File: src/rtl/bipolar_step_decoder.sv
// Bipolar stepper coil-pin decoder: synchronizes and filters the four H-bridge lines,
// then tracks half-step phase, signed position, direction, step count and step period.
module bipolar_step_decoder #(
    parameter int unsigned FILTER_CYCLES = 256
) (
    input  logic        clk,
    input  logic        rst,
    input  logic        i_enable,
    input  logic        i_clear,
    input  logic [31:0] i_preset_position,
    input  logic        i_hbridge0_l,
    input  logic        i_hbridge0_r,
    input  logic        i_hbridge1_l,
    input  logic        i_hbridge1_r,
    output logic [31:0] o_current_position,
    output logic [7:0]  o_step_pos,
    output logic [31:0] o_step_count,
    output logic        o_direction,
    output logic        o_step_strobe,
    output logic [31:0] o_step_period,
    output logic        o_error,
    output logic        o_coils_off
);

    localparam logic [1:0]  ST_IDLE  = 2'd0;
    localparam logic [1:0]  ST_LOCK  = 2'd1;
    localparam logic [1:0]  ST_TRACK = 2'd2;
    localparam logic [16:0] FILT_LIM = 17'(FILTER_CYCLES);

    // Returns {legal, phase index}; 0000 and shoot-through patterns report not legal.
    function automatic logic [3:0] phase_of(input logic [3:0] p);
        case (p)
            4'b1000: phase_of = 4'b1_000;
            4'b1010: phase_of = 4'b1_001;
            4'b0010: phase_of = 4'b1_010;
            4'b0110: phase_of = 4'b1_011;
            4'b0100: phase_of = 4'b1_100;
            4'b0101: phase_of = 4'b1_101;
            4'b0001: phase_of = 4'b1_110;
            4'b1001: phase_of = 4'b1_111;
            default: phase_of = 4'b0_000;
        endcase
    endfunction

    logic [3:0]  pins;
    logic [3:0]  sync1_q, sync2_q, prev_q;
    logic [15:0] filt_cnt_q, filt_cnt_d;
    logic        filt_done_q, filt_done_d;
    logic [16:0] run_len;
    logic        changed, accept;
    logic [3:0]  phase_info;
    logic [2:0]  delta;
    logic [31:0] per_inc;

    logic [1:0]  state_q, state_d;
    logic [31:0] pos_q, pos_d;
    logic [31:0] count_q, count_d;
    logic [31:0] period_q, period_d;
    logic [31:0] per_cnt_q, per_cnt_d;
    logic [2:0]  step_pos_q, step_pos_d;
    logic        dir_q, dir_d;
    logic        strobe_q, strobe_d;
    logic        err_q, err_d;
    logic        coils_off_q, coils_off_d;

    assign pins       = {i_hbridge0_l, i_hbridge0_r, i_hbridge1_l, i_hbridge1_r};
    assign changed    = (sync2_q != prev_q);
    assign run_len    = changed ? 17'd1 : ({1'b0, filt_cnt_q} + 17'd1);
    // A settled pattern is evaluated exactly once; the done flag re-arms on the next change.
    assign accept     = (run_len >= FILT_LIM) && (changed || !filt_done_q);
    assign phase_info = phase_of(sync2_q);
    assign delta      = phase_info[2:0] - step_pos_q;
    assign per_inc    = (per_cnt_q == 32'hFFFF_FFFF) ? per_cnt_q : per_cnt_q + 32'd1;

    always_comb begin
        filt_cnt_d  = (run_len >= FILT_LIM) ? FILT_LIM[15:0] : run_len[15:0];
        filt_done_d = accept | (filt_done_q & ~changed);
    end

    always_comb begin
        state_d     = state_q;
        pos_d       = pos_q;
        count_d     = count_q;
        period_d    = period_q;
        per_cnt_d   = per_cnt_q;
        step_pos_d  = step_pos_q;
        dir_d       = dir_q;
        strobe_d    = 1'b0;
        err_d       = err_q;
        coils_off_d = coils_off_q;

        if (!i_enable) begin
            state_d = ST_IDLE;
        end else begin
            case (state_q)
                ST_IDLE: state_d = ST_LOCK;
                ST_LOCK: begin
                    if (accept) begin
                        coils_off_d = (sync2_q == 4'b0000);
                        if (phase_info[3]) begin
                            step_pos_d = phase_info[2:0];
                            per_cnt_d  = 32'd0;
                            state_d    = ST_TRACK;
                        end
                    end
                end
                ST_TRACK: begin
                    per_cnt_d = per_inc;
                    if (accept) begin
                        coils_off_d = (sync2_q == 4'b0000);
                        if (!phase_info[3]) begin
                            if (sync2_q != 4'b0000) err_d = 1'b1;
                            state_d = ST_LOCK;
                        end else if (delta == 3'd1 || delta == 3'd7) begin
                            pos_d      = (delta == 3'd1) ? pos_q + 32'd1 : pos_q - 32'd1;
                            dir_d      = (delta == 3'd1);
                            count_d    = count_q + 32'd1;
                            strobe_d   = 1'b1;
                            period_d   = per_inc;
                            per_cnt_d  = 32'd0;
                            step_pos_d = phase_info[2:0];
                        end else if (delta != 3'd0) begin
                            err_d      = 1'b1;
                            step_pos_d = phase_info[2:0];
                        end
                    end
                end
                default: state_d = ST_IDLE;
            endcase
        end

        // Clear overrides any same-cycle step on position, count and period.
        if (i_clear) begin
            pos_d     = i_preset_position;
            count_d   = 32'd0;
            err_d     = 1'b0;
            period_d  = 32'd0;
            per_cnt_d = 32'd0;
            strobe_d  = 1'b0;
        end
    end

    always_ff @(posedge clk or posedge rst) begin
        if (rst) begin
            sync1_q     <= 4'b0000;
            sync2_q     <= 4'b0000;
            prev_q      <= 4'b0000;
            filt_cnt_q  <= 16'd0;
            filt_done_q <= 1'b0;
            state_q     <= ST_IDLE;
            pos_q       <= 32'd0;
            count_q     <= 32'd0;
            period_q    <= 32'd0;
            per_cnt_q   <= 32'd0;
            step_pos_q  <= 3'd0;
            dir_q       <= 1'b0;
            strobe_q    <= 1'b0;
            err_q       <= 1'b0;
            coils_off_q <= 1'b1;
        end else begin
            sync1_q     <= pins;
            sync2_q     <= sync1_q;
            prev_q      <= sync2_q;
            filt_cnt_q  <= filt_cnt_d;
            filt_done_q <= filt_done_d;
            state_q     <= state_d;
            pos_q       <= pos_d;
            count_q     <= count_d;
            period_q    <= period_d;
            per_cnt_q   <= per_cnt_d;
            step_pos_q  <= step_pos_d;
            dir_q       <= dir_d;
            strobe_q    <= strobe_d;
            err_q       <= err_d;
            coils_off_q <= coils_off_d;
        end
    end

    assign o_current_position = pos_q;
    assign o_step_pos         = {5'd0, step_pos_q};
    assign o_step_count       = count_q;
    assign o_direction        = dir_q;
    assign o_step_strobe      = strobe_q;
    assign o_step_period      = period_q;
    assign o_error            = err_q;
    assign o_coils_off        = coils_off_q;

endmodule

File: config.mk
export PLATFORM = sky130hd
export DESIGN_NAME = bipolar_step_decoder
export DESIGN_NICKNAME = d
export VERILOG_FILES = /design/src/rtl/bipolar_step_decoder.sv
export SDC_FILE = /design/constraint.sdc
export NUM_CORES = 1
export LEC_CHECK = 0
export BUFFER_PORTS_ARGS = -buffer_cell sky130_fd_sc_hd__buf_2
export CELL_PAD_IN_SITES_DETAIL_PLACEMENT = 1
export CELL_PAD_IN_SITES_GLOBAL_PLACEMENT = 1
export CORE_MARGIN = 1.5
export CORE_UTILIZATION = 40
export DETAILED_ROUTE_END_ITERATION = 12
export PLACE_DENSITY_LB_ADDON = 0.1
export SYNTH_ARGS = -nofsm -noshare
export SYNTH_HDL_FRONTEND = slang
export SYNTH_SLANG_ARGS = --single-unit
File: constraint.sdc
create_clock -name clk -period 6.4 [get_ports clk]
set_clock_uncertainty 0.05 [all_clocks]
set_input_delay 1.28 -clock clk [delete_from_list [all_inputs] [get_ports clk]]
set_output_delay 1.28 -clock clk [all_outputs]
set_load 0.01 [all_outputs]
### Word level (Yosys, flattened, before mapping)

Memories as Yosys holds them, arrays and structs flattened.
Index checks and enable logic that the tools add are counted.

* bits of input ports: 40
* word-level logic and storage cells: 126
* register bits: 166
* memories kept: 1
* output and inout port bits: 108
* ROM bits: 64

* add/subtract/negate cells: 6
* reduce and logical (&&, ||, !) cells: 24
* equality and inequality tests: 19
* multiplexer cells: 57
* magnitude comparators: 1
* bitwise gates (word level): 3

Memories
* (no name shown): words 16, width 4, read ports 1, clocked after Yosys merged registers in 0, write ports 0, line 32 `case (p)`

Operators with widths (count)
* $mux W32: 27
* $add A32 B1 Y32 const B: 3
* $pmux W32 S2: 1
* $eq A32 B32 Y1 const B: 1
* $sub A32 B1 Y32 const B: 1
* $ne A3 B3 Y1 const B: 8
* $mux W3: 6
* $add A16 B1 Y17 const B: 1
* $ge A17 B9 Y1 const B: 1
* $mux W17: 1
* $mux W16: 1
* $mux W1: 14
* $reduce_bool A2 Y1: 6
* $mux W2: 5
* $reduce_and A5 Y1: 2
* $reduce_bool A3 Y1: 3
* $ne A2 B2 Y1 const B: 4
* $reduce_and A4 Y1: 2
* $reduce_and A7 Y1: 1
* $pmux W2 S3: 1
* $pmux W3 S2: 1
* $reduce_and A6 Y1: 1
* $logic_not A4 Y1: 1
* $ne A4 B4 Y1: 1
* 16 further kinds: 17

### Logic depth before layout (Yosys ltp)

Gate-level depths: netlist of the first run.
An unclocked memory read counts as a cell.

* word-level depth: 10
* depth in mapped cells: 21
* mapped depth without buffers: 21

### Worst setup path before layout of the first run

No wires, ideal clock.

* kind: reg-to-reg
* from: register sync2_q[0]
* to: register pos_q[31] (netlist: o_current_position[31])
* slack: 1.198 ns
* setup time: 0.082 ns
* data required time: 6.268 ns
* stages on the path, launching flop included: 21
* path buffers: 0
* clock period less this slack: 5.202 ns
* data arrival time: 5.070 ns
* cells stage by stage: dfrtp_1 > inv_1 > ha_1 > nor2b_1 > a21oi_1 > o21ai_0 > fa_1 > xnor2_1 > xnor2_1 > or3_1 > ha_1 > o211ai_1 > o21ai_0 > o211ai_1 > a31oi_1 > a31oi_1 > o311ai_0 > a21oi_1 > xnor2_1 > or3_1 > a31oi_1

* cells in the longest elaborated chain, start to end: 10
* elaborated cells between the ends (all ways): 21
* those cells by class: add/sub: 1; order compare: 1; eq/ne: 3; mux: 8; reduce/logical: 7; memory: 1

RTL lines
* from (decl): line 46 `logic [3:0] sync1_q, sync2_q, prev_q;`
* from (signal assigned): line 162 `sync2_q <= sync1_q;`
* $mem_v2 Z16 W4 *
* via phase_info[1]: line 51 `logic [3:0] phase_info;`
* $sub A3 B3 Y3 *: line 72 `assign delta = phase_info[2:0] - step_pos_q;`
* $eq A3 B1 Y1: line 114, 115
* $mux W32: line 115 `pos_d = (delta == 3'd1) ? pos_q + 32'd1 : pos_q - 32'd1;`
* $mux W32: line 114 `end else if (delta == 3'd1 || delta == 3'd7) begin`
* $mux W32: line 111 `if (!phase_info[3]) begin`
* $mux W32: line 109 `if (accept) begin`
* $mux W32: line 95 `case (state_q)`
* $mux W32: line 92 `if (!i_enable) begin`
* $mux W32: line 133 `if (i_clear) begin`
* to (signal assigned): line 167 `pos_q <= pos_d;`
* to (decl): line 56 `logic [31:0] pos_q, pos_d;`

The timed path passes the listed nets; every way through them passes the cells marked *. The select of a mux whose other input is x is not followed.
A chain may end at the register's enable or synchronous reset.

### Worst setup path after layout of the first run

Same ends and word-level chain as after synthesis.

==> results of run 1 <==
[cell families (layout without fill, tap and decap cells)]
group,after synthesis,in the layout,share of synthesized area
xor gates and xnor gates,96,96,0.0899
adders and majority gates,44,44,0.0595
and+or+nand+nor,393,393,0.196
AOI/OAI and AO/OA,267,267,0.166
DFF,166,166,0.437
other,1,12,0.000394
muxes,12,12,0.0145
buffers and inverters,78,211,0.0367
[state kept, by name (all words and copies together) (netlist names), 2 cells and up]
name and cells:
state_q 2, filt_cnt_q 16, step_pos_q 3, o_current_position 32, sync1_q 4, o_step_count 32
prev_q 4, sync2_q 4, o_step_period 32, per_cnt_q 32
[metal layers]
metal | vias to the layer above | global-route usage | part of all wire
met2 | 136 | 0.356 | 0.46
met4 | 0 | 0.0467 | 0.0075
met1 | 4053 | 0.301 | 0.50
met3 | 15 | 0.0300 | 0.030
li1 | 3965 | - | -
met5 | - | 0 | 0
[worst max path at each step]
stage | startpoint | endpoint | slack, ns | cells after the start
finish | sync2_q[0] | o_current_position[31] | 0.64 | 20
CTS | sync2_q[1] | o_current_position[31] | 0.49 | 20
detailed placement | sync2_q[1] | o_current_position[31] | 0.50 | 20
global placement | sync2_q[0] | o_current_position[31] | 0.78 | 21
floorplan | rst | filt_cnt_q[0] | 0.58 | 1
global route | sync2_q[0] | o_current_position[31] | 0.08 | 21
[where the power goes]
group,internal (uW),switching [uW]
Sequential,1090,39.0
Clock,589,471
Combinational,539,798
[repair_timing]
action,4_1_cts,5_1_grt
setup endpoints to repair,0,1
hold buffers,0,0
resized for setup,0,1
[cells in the mapped netlist, drive strengths merged (8+ instances only)]
library cell,number
dfrtp,165
nand2,131
nor2,110
o21ai,104
a21oi,72
xnor2,48
xor2,47
ha,42
nand3,36
a211oi,31
inv,28
buf,27
and3,26
nand4,23
clkbuf,22
nor3,13
a31oi,10
a21o,9
or3,9
mux2i,8
nor2b,8
o31ai,8
[through the flow]
stage	area [um2]	utilization	hold WS (ns)	cells	total power, uW
detailed placement	10500	0.449	0.286	1489	2480
finish	11100	0.474	0.299	1520	3530
global placement	10500	0.449	0.281	1489	2460
CTS	11100	0.474	0.304	1520	3560
floorplan	9550	-	0.281	1068	2160
global route	11100	0.474	0.306	1520	3760
[worst reg2reg max path, delay by kind of cell (launching register included)]
family	cells	cell delay (ns)
flops	1	0.42
simple gates	3	1.15
buf+inv	1	0.09
fa+ha+maj	3	1.24
compound gates	10	2.17
xor+xnor	3	0.56
[cell type report]
cell class | count | area [um2] | share of cell area
Multi-Input combinational cell | 824 | 5050 | 0.455
Sequential cell | 166 | 4160 | 0.375
Timing Repair Buffer | 151 | 781 | 0.0704
Clock buffer | 18 | 429 | 0.0387
Tap cell | 319 | 399 | 0.0360
Clock inverter | 13 | 161 | 0.0146
Inverter | 29 | 114 | 0.0103
==> out/metrics.cfg, run 1 <==
[critical_path]
crit_chain=inv_1 -> ha_1 -> nor2b_1 -> a21oi_1 -> o21ai_0 -> fa_1 -> xnor2_1 -> xnor2_1 -> or3_2 -> ha_1 -> o211ai_1 -> o21ai_0 -> o211ai_1 -> a31oi_1 -> a31oi_1 -> o311ai_0 -> a21oi_1 -> xnor2_1 -> or3_1 -> a31oi_1
critical_path_required_ns=6.70
path_buf_inv=1
critPathKind=register to register
cpLargestDelayFamily=compound AO/OA/AOI/OAI gates
crit_path_max_incr_delay_ns=0.68
reg2reg_setup_slack_ns=0.64
end_kind=register
regToRegStartpoint=sync2_q[0]
worst_r2r_path_depth=20
reg2reg_to=o_current_position[31]
crit_fanout=19
crit_path_top_delay_cell=or3_2
worstPathArrival_ns=6.06
crit_path_start_kind=register

[synth]
syn-cell-area_mm2=0.00951
synth_top_area_share=0.434
synthFlopType=dfrtp_1
ys_async_sr_fraction=1.00
yosys.area.top_type=dfrtp_1
synth.distinct_cells=63
netlist_top_cells_area=dfrtp_1 43%, ha_1 5.5%, nand2_1 5.1%
seq_area_frac_synth=0.437
syn_inst=1057
yosysWarnings=0
synth-seq-cells=166
syn_avg_cell_area_um2=9.00
synth_edf_count=0

[floorplanning]
fp-row-count=56
die_x_um=157
start_util=0.406
die_area_mm2=0.0247
core_area_mm2=0.0234
dieHeight_um=157
io_pins=148

[sta]
setup_ws_ns=0.637
max_slew_margin=0.336
period_needed_ns=5.76
tightest_slew_ns=0.995
fin_setup_tns_ns=0
slew_viol_final=0
post-route-period-util=0.900
rsz0062_at_grt=no
hold_viol=0
fmax_ghz=0.174
setup_violations=0

[route]
routed-via-count=8169
drt-pass1-iter-count=4
routed_via_density=5.37
wl_per_cell_um=17.0
drc_errors=0
wl_um=25800
ant_nets=0
drt_iter0_drc=389

[finish]
n_fill_cell=2826
diodes=0
syn_to_final_growth_pct=16.7
fin_nets=1273
mostFrequentLayoutCells=165 x dfrtp_1, 141 x buf_2, 129 x nand2_1
layout_commonest_cell=dfrtp_1
layout-drive-gt1-share=0.167

[grt]
grt_pass1_vias=8225
track_usage=0.216
antenna_found_initial=0
grt_max_degree=107
gr-total-overflow=0
grt_pass1_wl_um=42400

[placed_design]
place_hpwl_um=18400
place_ws_ns=0.504
port_buffers=142
gp_congestion=0.824

[outcome]
status=finished clean

[clock_tree]
cts_root_buf=clkbuf_16
clk_pin_slew_ns=0.07
postCtsSetupBuffers=0
cts_sinks=166
cts_buffers=17
htree_levels=4
cts_tree=yes
clk_latency_ns=0.43
clockBufferDepth=2

[power_and_ir_drop]
p_leak_uw=0.00502
irDropWorstVdd_mv=0.170
power.density_mw_per_mm2=318

[run]
cap_viol_max_count=0

[hold_path]
hold_path_depth=0
hold_path.class=register to register
min_to=sync2_q[0]
worstHoldStart=sync1_q[0]

Note: power is estimated with default switching activity, not from simulation.
==> inputs of run 2 (changes only) <==
==> constraint.sdc (replaced) <==
create_clock -name clk -period 7.3 [get_ports clk]
set_clock_uncertainty 0.05 [all_clocks]
set_input_delay 1.46 -clock clk [delete_from_list [all_inputs] [get_ports clk]]
set_output_delay 1.46 -clock clk [all_outputs]
set_load 0.01 [all_outputs]
==> out/metrics.cfg, run 2 (same netlist as run 1, synthesis figures left out) <==
[outcome]
status=finished clean  ; unchanged

[critical_path]
crit_chain=inv_1 -> ha_1 -> nor2b_1 -> a21oi_1 -> o21ai_0 -> fa_1 -> xnor2_1 -> xnor2_1 -> or3_1 -> ha_1 -> o211ai_1 -> o21ai_0 -> o211ai_1 -> a31oi_1 -> a31oi_1 -> o311ai_0 -> a21oi_1 -> xnor2_1 -> or3_1 -> a31oi_1  ; was inv_1 -> ha_1 -> nor2b_1 -> a21oi_1 -> o21ai_0 -> fa_1 -> xnor2_1 -> xnor2_1 -> or3_2 -> ha_1 -> o211ai_1 -> o21ai_0 -> o211ai_1 -> a31oi_1 -> a31oi_1 -> o311ai_0 -> a21oi_1 -> xnor2_1 -> or3_1 -> a31oi_1
critical_path_required_ns=7.59  ; was 6.70 ns
cpLargestDelayFamily=compound AO/OA/AOI/OAI gates  ; unchanged
worstPathArrival_ns=6.27  ; was 6.06 ns
critPathKind=register to register  ; unchanged
worst_r2r_path_depth=20  ; unchanged
path_buf_inv=1  ; unchanged
crit_path_top_delay_cell=or3_1  ; was or3_2
crit_fanout=21  ; was 19
crit_path_start_kind=register  ; unchanged
end_kind=register  ; unchanged
crit_path_max_incr_delay_ns=0.70  ; was 0.68 ns
path_depth=20  ; unchanged

[finish]
n_fill_cell=2845  ; was 2826
diodes=0  ; unchanged
syn_to_final_growth_pct=16.5  ; was 16.7%
layout-drive-gt1-share=0.167  ; about the same
post-route-util=0.473  ; was 0.474
mostFrequentLayoutCells=165 x dfrtp_1, 141 x buf_2, 129 x nand2_1  ; unchanged
fin_nets=1272  ; was 1273
layout_commonest_cell=dfrtp_1  ; unchanged
fin_area_mm2=0.0111  ; about the same

[route]
drt-pass1-iter-count=5  ; was 4
drc_errors=0  ; unchanged
routed_via_density=5.34  ; was 5.37
wl_um=25600  ; was 25800 um
drt_iter0_drc=363  ; was 389
routed-via-count=8115  ; was 8169
wl_per_cell_um=16.9  ; was 17.0 um
ant_nets=0  ; unchanged

[hold_path]
hold_path.class=register to register  ; unchanged
hold_path_depth=0  ; unchanged

[clock_tree]
cts_buffers=17  ; unchanged
clockBufferDepth=2  ; unchanged
clk_latency_ns=0.43  ; about the same
postCtsSetupBuffers=0  ; unchanged
cts_root_buf=clkbuf_16  ; unchanged
cts_hold_buf=0  ; unchanged
cts_tree=yes  ; unchanged
post_cts_resized=0  ; unchanged
cts_sinks=166  ; unchanged
clk_pin_slew_ns=0.07  ; about the same
htree_levels=4  ; unchanged

[sta]
post-route-period-util=0.818  ; was 0.900
hold_viol=0  ; unchanged
tightest_slew_ns=0.935  ; was 0.995 ns
period_needed_ns=5.97  ; was 5.76 ns
fin_setup_tns_ns=0  ; unchanged
rsz0062_at_grt=no  ; unchanged
fmax_ghz=0.167  ; was 0.174 GHz
max_slew_margin=0.377  ; was 0.336
setup_violations=0  ; unchanged
slew_viol_final=0  ; unchanged

[placed_design]
place_area_mm2=0.0105  ; about the same
gp_congestion=0.821  ; was 0.824
port_buffers=142  ; unchanged
place_hpwl_um=18300  ; was 18400 um

[floorplanning]
io_pins=148  ; unchanged
core_area_mm2=0.0234  ; unchanged
start_util=0.406  ; unchanged
dieHeight_um=157  ; unchanged
fp-row-count=56  ; unchanged
die_area_mm2=0.0247  ; unchanged
die_x_um=157  ; unchanged

[grt]
grt_pass1_vias=8254  ; was 8225
grt_max_degree=96  ; was 107
grt_pass1_wl_um=42400  ; about the same
antenna_found_initial=0  ; unchanged
gr-total-overflow=0  ; unchanged
track_usage=0.215  ; was 0.216

[power_and_ir_drop]
irDropWorstVdd_mv=0.136  ; was 0.170 mV
p_leak_uw=0.00500  ; was 0.00502 uW
p_total_uw=3070  ; was 3530 uW
power.density_mw_per_mm2=277  ; was 318 mW/mm2

[run]
cap_viol_max_count=0  ; unchanged

run 2: layer usage:
| layer | share of wire | GRT usage | wire (um) |
|---|---|---|---|
| met1 | 0.50 | 0.298 | 12700 |
| met5 | 0 | 0 | 0 |
| met3 | 0.032 | 0.0322 | 829 |
| met2 | 0.46 | 0.353 | 11800 |
| met4 | 0.0098 | 0.0503 | 252 |
run 2: worst register-to-register path, cell delays in order (launching register included):
cell      delay [ns]
dfrtp_1         0.45
inv_1           0.09
ha_1            0.31
nor2b_1         0.15
a21oi_1         0.13
o21ai_0         0.14
fa_1            0.45
xnor2_1         0.26
xnor2_1         0.14
or3_1           0.70
ha_1            0.55
o211ai_1        0.10
o21ai_0         0.49
o211ai_1        0.19
a31oi_1         0.27
a31oi_1         0.20
o311ai_0        0.44
a21oi_1         0.14
xnor2_1         0.15
or3_1           0.31
a31oi_1         0.17
run 2: where the power goes:
part / switching (uW) / total, uW / internal (uW)
clock: 428 / 916 / 487
sequential: 33.6 / 990 / 956
combinational: 692 / 1160 / 470
total: 1150 / 3070 / 1910
run 2: final timing paths:
kind	from	to	slack [ns]
worst max-delay path	sync2_q[1]	o_current_position[31]	1.33
worst min-delay path	sync1_q[0]	sync2_q[0]	0.31
worst max register to register	sync2_q[1]	o_current_position[31]	1.33
worst min register to register	sync1_q[0]	sync2_q[0]	0.31
max in group asynchronous	rst	per_cnt_q[5]	4.58
min in group asynchronous	rst	o_current_position[10]	1.16
run 2: layout make-up:
type                       count  area (um2)  share of cell area
timing repair buffer         150         773              0.0698
clock buffer                  17         425              0.0384
clock inverter                14         160              0.0145
tap                          319         399              0.0360
inverter                      29         114              0.0103
sequential                   166        4160               0.375
multi-input combinational    824        5050               0.456
run 2: stage by stage:
step,worst slack (ns),hold slack (ns),instances
2_1_floorplan,1.30,0.281,1068
3_3_place_gp,1.55,0.283,1488
3_5_place_dp,1.35,0.295,1488
4_1_cts,1.29,0.313,1519
5_1_grt,0.857,0.316,1519
6_report,1.33,0.307,1519
==> inputs of run 3 (changes only) <==
==> constraint.sdc (replaced) <==
create_clock -name clk -period 6.1 [get_ports clk]
set_clock_uncertainty 0.05 [all_clocks]
set_input_delay 1.22 -clock clk [delete_from_list [all_inputs] [get_ports clk]]
set_output_delay 1.22 -clock clk [all_outputs]
set_load 0.01 [all_outputs]
==> out/metrics.cfg, run 3 (same netlist as run 1, synthesis figures left out) <==
[power_and_ir_drop]
p_int_uw=2340  ; was 1910 uW
irDropWorstVdd_mv=0.164  ; was 0.136 mV
power.density_mw_per_mm2=333  ; was 277 mW/mm2
power_switching_uw=1360  ; was 1150 uW
clockPowerShare=0.298  ; was 0.299
p_total_uw=3700  ; was 3070 uW
p_leak_uw=0.00503  ; was 0.00500 uW
p_seq_frac=0.321  ; was 0.323
swShare=0.367  ; was 0.376
combinationalPowerShare=0.382  ; was 0.379

[critical_path]
crit_path_start_kind=register  ; unchanged
critical_path_required_ns=6.40  ; was 7.59 ns
worst_r2r_path_depth=20  ; unchanged
reg2reg_to=o_current_position[31]  ; unchanged
worstPathArrival_ns=5.79  ; was 6.27 ns
critPathKind=register to register  ; unchanged
crit_fanout=20  ; was 21
reg2reg_setup_slack_ns=0.61  ; was 1.33 ns
end_kind=register  ; unchanged
regToRegStartpoint=sync2_q[0]  ; was sync2_q[1]

[route]
ant_nets=0  ; unchanged
routed_via_density=5.32  ; was 5.34
wl_per_cell_um=17.2  ; was 16.9 um
drt_iter0_drc=317  ; was 363
met2_length_um=12300  ; was 11800 um
met1_length_um=12800  ; was 12700 um
wl_um=26100  ; was 25600 um
top_layer_used=met4  ; unchanged
routed-via-count=8089  ; was 8115
routed-wl-met3_um=832  ; was 829 um
drc_errors=0  ; unchanged
drt-pass1-iter-count=4  ; was 5

[clock_tree]
cts_hold_buf=0  ; unchanged
cts_root_buf=clkbuf_16  ; unchanged
cts_tree=yes  ; unchanged
clk_pin_slew_ns=0.07  ; about the same
clockBufferDepth=2  ; unchanged
cts_buffers=17  ; unchanged
clk_latency_ns=0.43  ; about the same
htree_levels=4  ; unchanged
cts_sinks=166  ; unchanged
postCtsSetupBuffers=0  ; unchanged

[sta]
post-route-period-util=0.900  ; was 0.818
hold_viol=0  ; unchanged
rsz0062_at_grt=no  ; unchanged
fmax_ghz=0.182  ; was 0.167 GHz
period_needed_ns=5.49  ; was 5.97 ns
tightest_slew_ns=0.954  ; was 0.935 ns
setup_ws_ns=0.609  ; was 1.33 ns
slew_viol_final=0  ; unchanged
fin_setup_tns_ns=0  ; unchanged
setup_violations=0  ; unchanged
max_slew_margin=0.362  ; was 0.377

[placed_design]
place_ws_ns=0.259  ; was 1.35 ns
gp_congestion=0.787  ; was 0.821
port_buffers=142  ; unchanged
place_area_mm2=0.0105  ; about the same
place_hpwl_um=18600  ; was 18300 um

[grt]
grt_pass1_vias=8325  ; was 8254
antenna_found_initial=0  ; unchanged
gr-total-overflow=0  ; unchanged
grt_max_degree=77  ; was 96
grt_pass1_wl_um=43400  ; was 42400 um
track_usage=0.221  ; was 0.215

[hold_path]
min_to=sync2_q[0]  ; unchanged
hold_path_depth=0  ; unchanged
hold_path.class=register to register  ; unchanged
worstHoldStart=sync1_q[0]  ; unchanged

[finish]
post-route-util=0.474  ; was 0.473
diodes=0  ; unchanged
layout-drive-gt1-share=0.169  ; was 0.167
layout_commonest_cell=dfrtp_1  ; unchanged
n_fill_cell=2813  ; was 2845
syn_to_final_growth_pct=16.7  ; was 16.5%
mostFrequentLayoutCells=165 x dfrtp_1, 141 x buf_2, 129 x nand2_1  ; unchanged
fin_area_mm2=0.0111  ; about the same
fin_nets=1274  ; was 1272

[floorplanning]
fp-row-count=56  ; unchanged
io_pins=148  ; unchanged
die_x_um=157  ; unchanged
die_area_mm2=0.0247  ; unchanged
start_util=0.406  ; unchanged
core_area_mm2=0.0234  ; unchanged
dieHeight_um=157  ; unchanged

[run]
cap_viol_max_count=0  ; unchanged

[outcome]
status=finished clean  ; unchanged

## run 3: changes by cell type in the layout (fill, tap and decap cells not counted), sizes merged
| cell | change |
|---|---|
| clkbuf | +1 |
| buf | +2 |
| clkinvlp | -3 |
| clkinv | +5 |
| inv | -4 |
| bufinv | +1 |
## run 3: worst max path at each step
| stage | slack, ns | depth (start not counted) | from | to |
|---|---|---|---|---|
| finish | 0.61 | 20 | sync2_q[0] | o_current_position[31] |
| global placement | 0.52 | 21 | sync2_q[0] | o_current_position[31] |
| floorplan | 0.34 | 1 | rst | filt_cnt_q[0] |
| CTS | 0.24 | 21 | sync2_q[0] | o_current_position[31] |
| detailed placement | 0.26 | 21 | sync2_q[0] | o_current_position[31] |
| global route | 0.15 | 20 | sync2_q[0] | o_current_position[31] |
## run 3: per-stage QoR
step,hold slack (ns),instances
2_1_floorplan,0.281,1068
3_3_place_gp,0.282,1490
4_1_cts,0.309,1521
5_1_grt,0.310,1521
6_report,0.306,1521
3_5_place_dp,0.292,1490
## run 3: power groups by stage
stage	Combinational [uW]	Sequential, uW	Clock, uW
finish	1410	1190	1100
global route	1590	1190	1160
CTS	1410	1190	1130
detailed placement	1400	1210	0
global placement	1390	1210	0
floorplan	1060	1210	0
## run 3: cell type report
cell class / instances / area [um2] / area share
Tap cell: 319 / 399 / 0.0360
Multi-Input combinational cell: 824 / 5060 / 0.456
Timing Repair Buffer: 152 / 788 / 0.0710
Sequential cell: 166 / 4160 / 0.374
Clock inverter: 13 / 146 / 0.0132
Clock buffer: 18 / 439 / 0.0396
Inverter: 29 / 114 / 0.0103
## run 3: metal layers
layer  vias to the layer above  GRT usage
li1                       3970          -
met1                      3985      0.306
met2                       117      0.370
met3                        17     0.0273
met4                         0     0.0485
met5                         -          0
## run 3: worst max-delay path, stage by stage, from the launching register on
cell and delay, ns:
dfrtp_1 0.43, inv_1 0.10, ha_1 0.33, nor2b_1 0.15
a21oi_1 0.13, o21ai_0 0.16, fa_1 0.45, xnor2_1 0.27
xnor2_1 0.14, or3_4 0.49, ha_1 0.46, nand4_1 0.18
nor3_1 0.23, o211ai_1 0.14, a31oi_1 0.28, a31oi_1 0.21
o311ai_0 0.42, a21oi_1 0.16, xnor2_1 0.15, or3_1 0.31
a31oi_1 0.16
## run 3: timing repair
action / in CTS / in global routing
hold endpoints to repair: 0 / 0
gates resized for setup: 0 / 2
endpoints found under the setup margin: 0 / 5
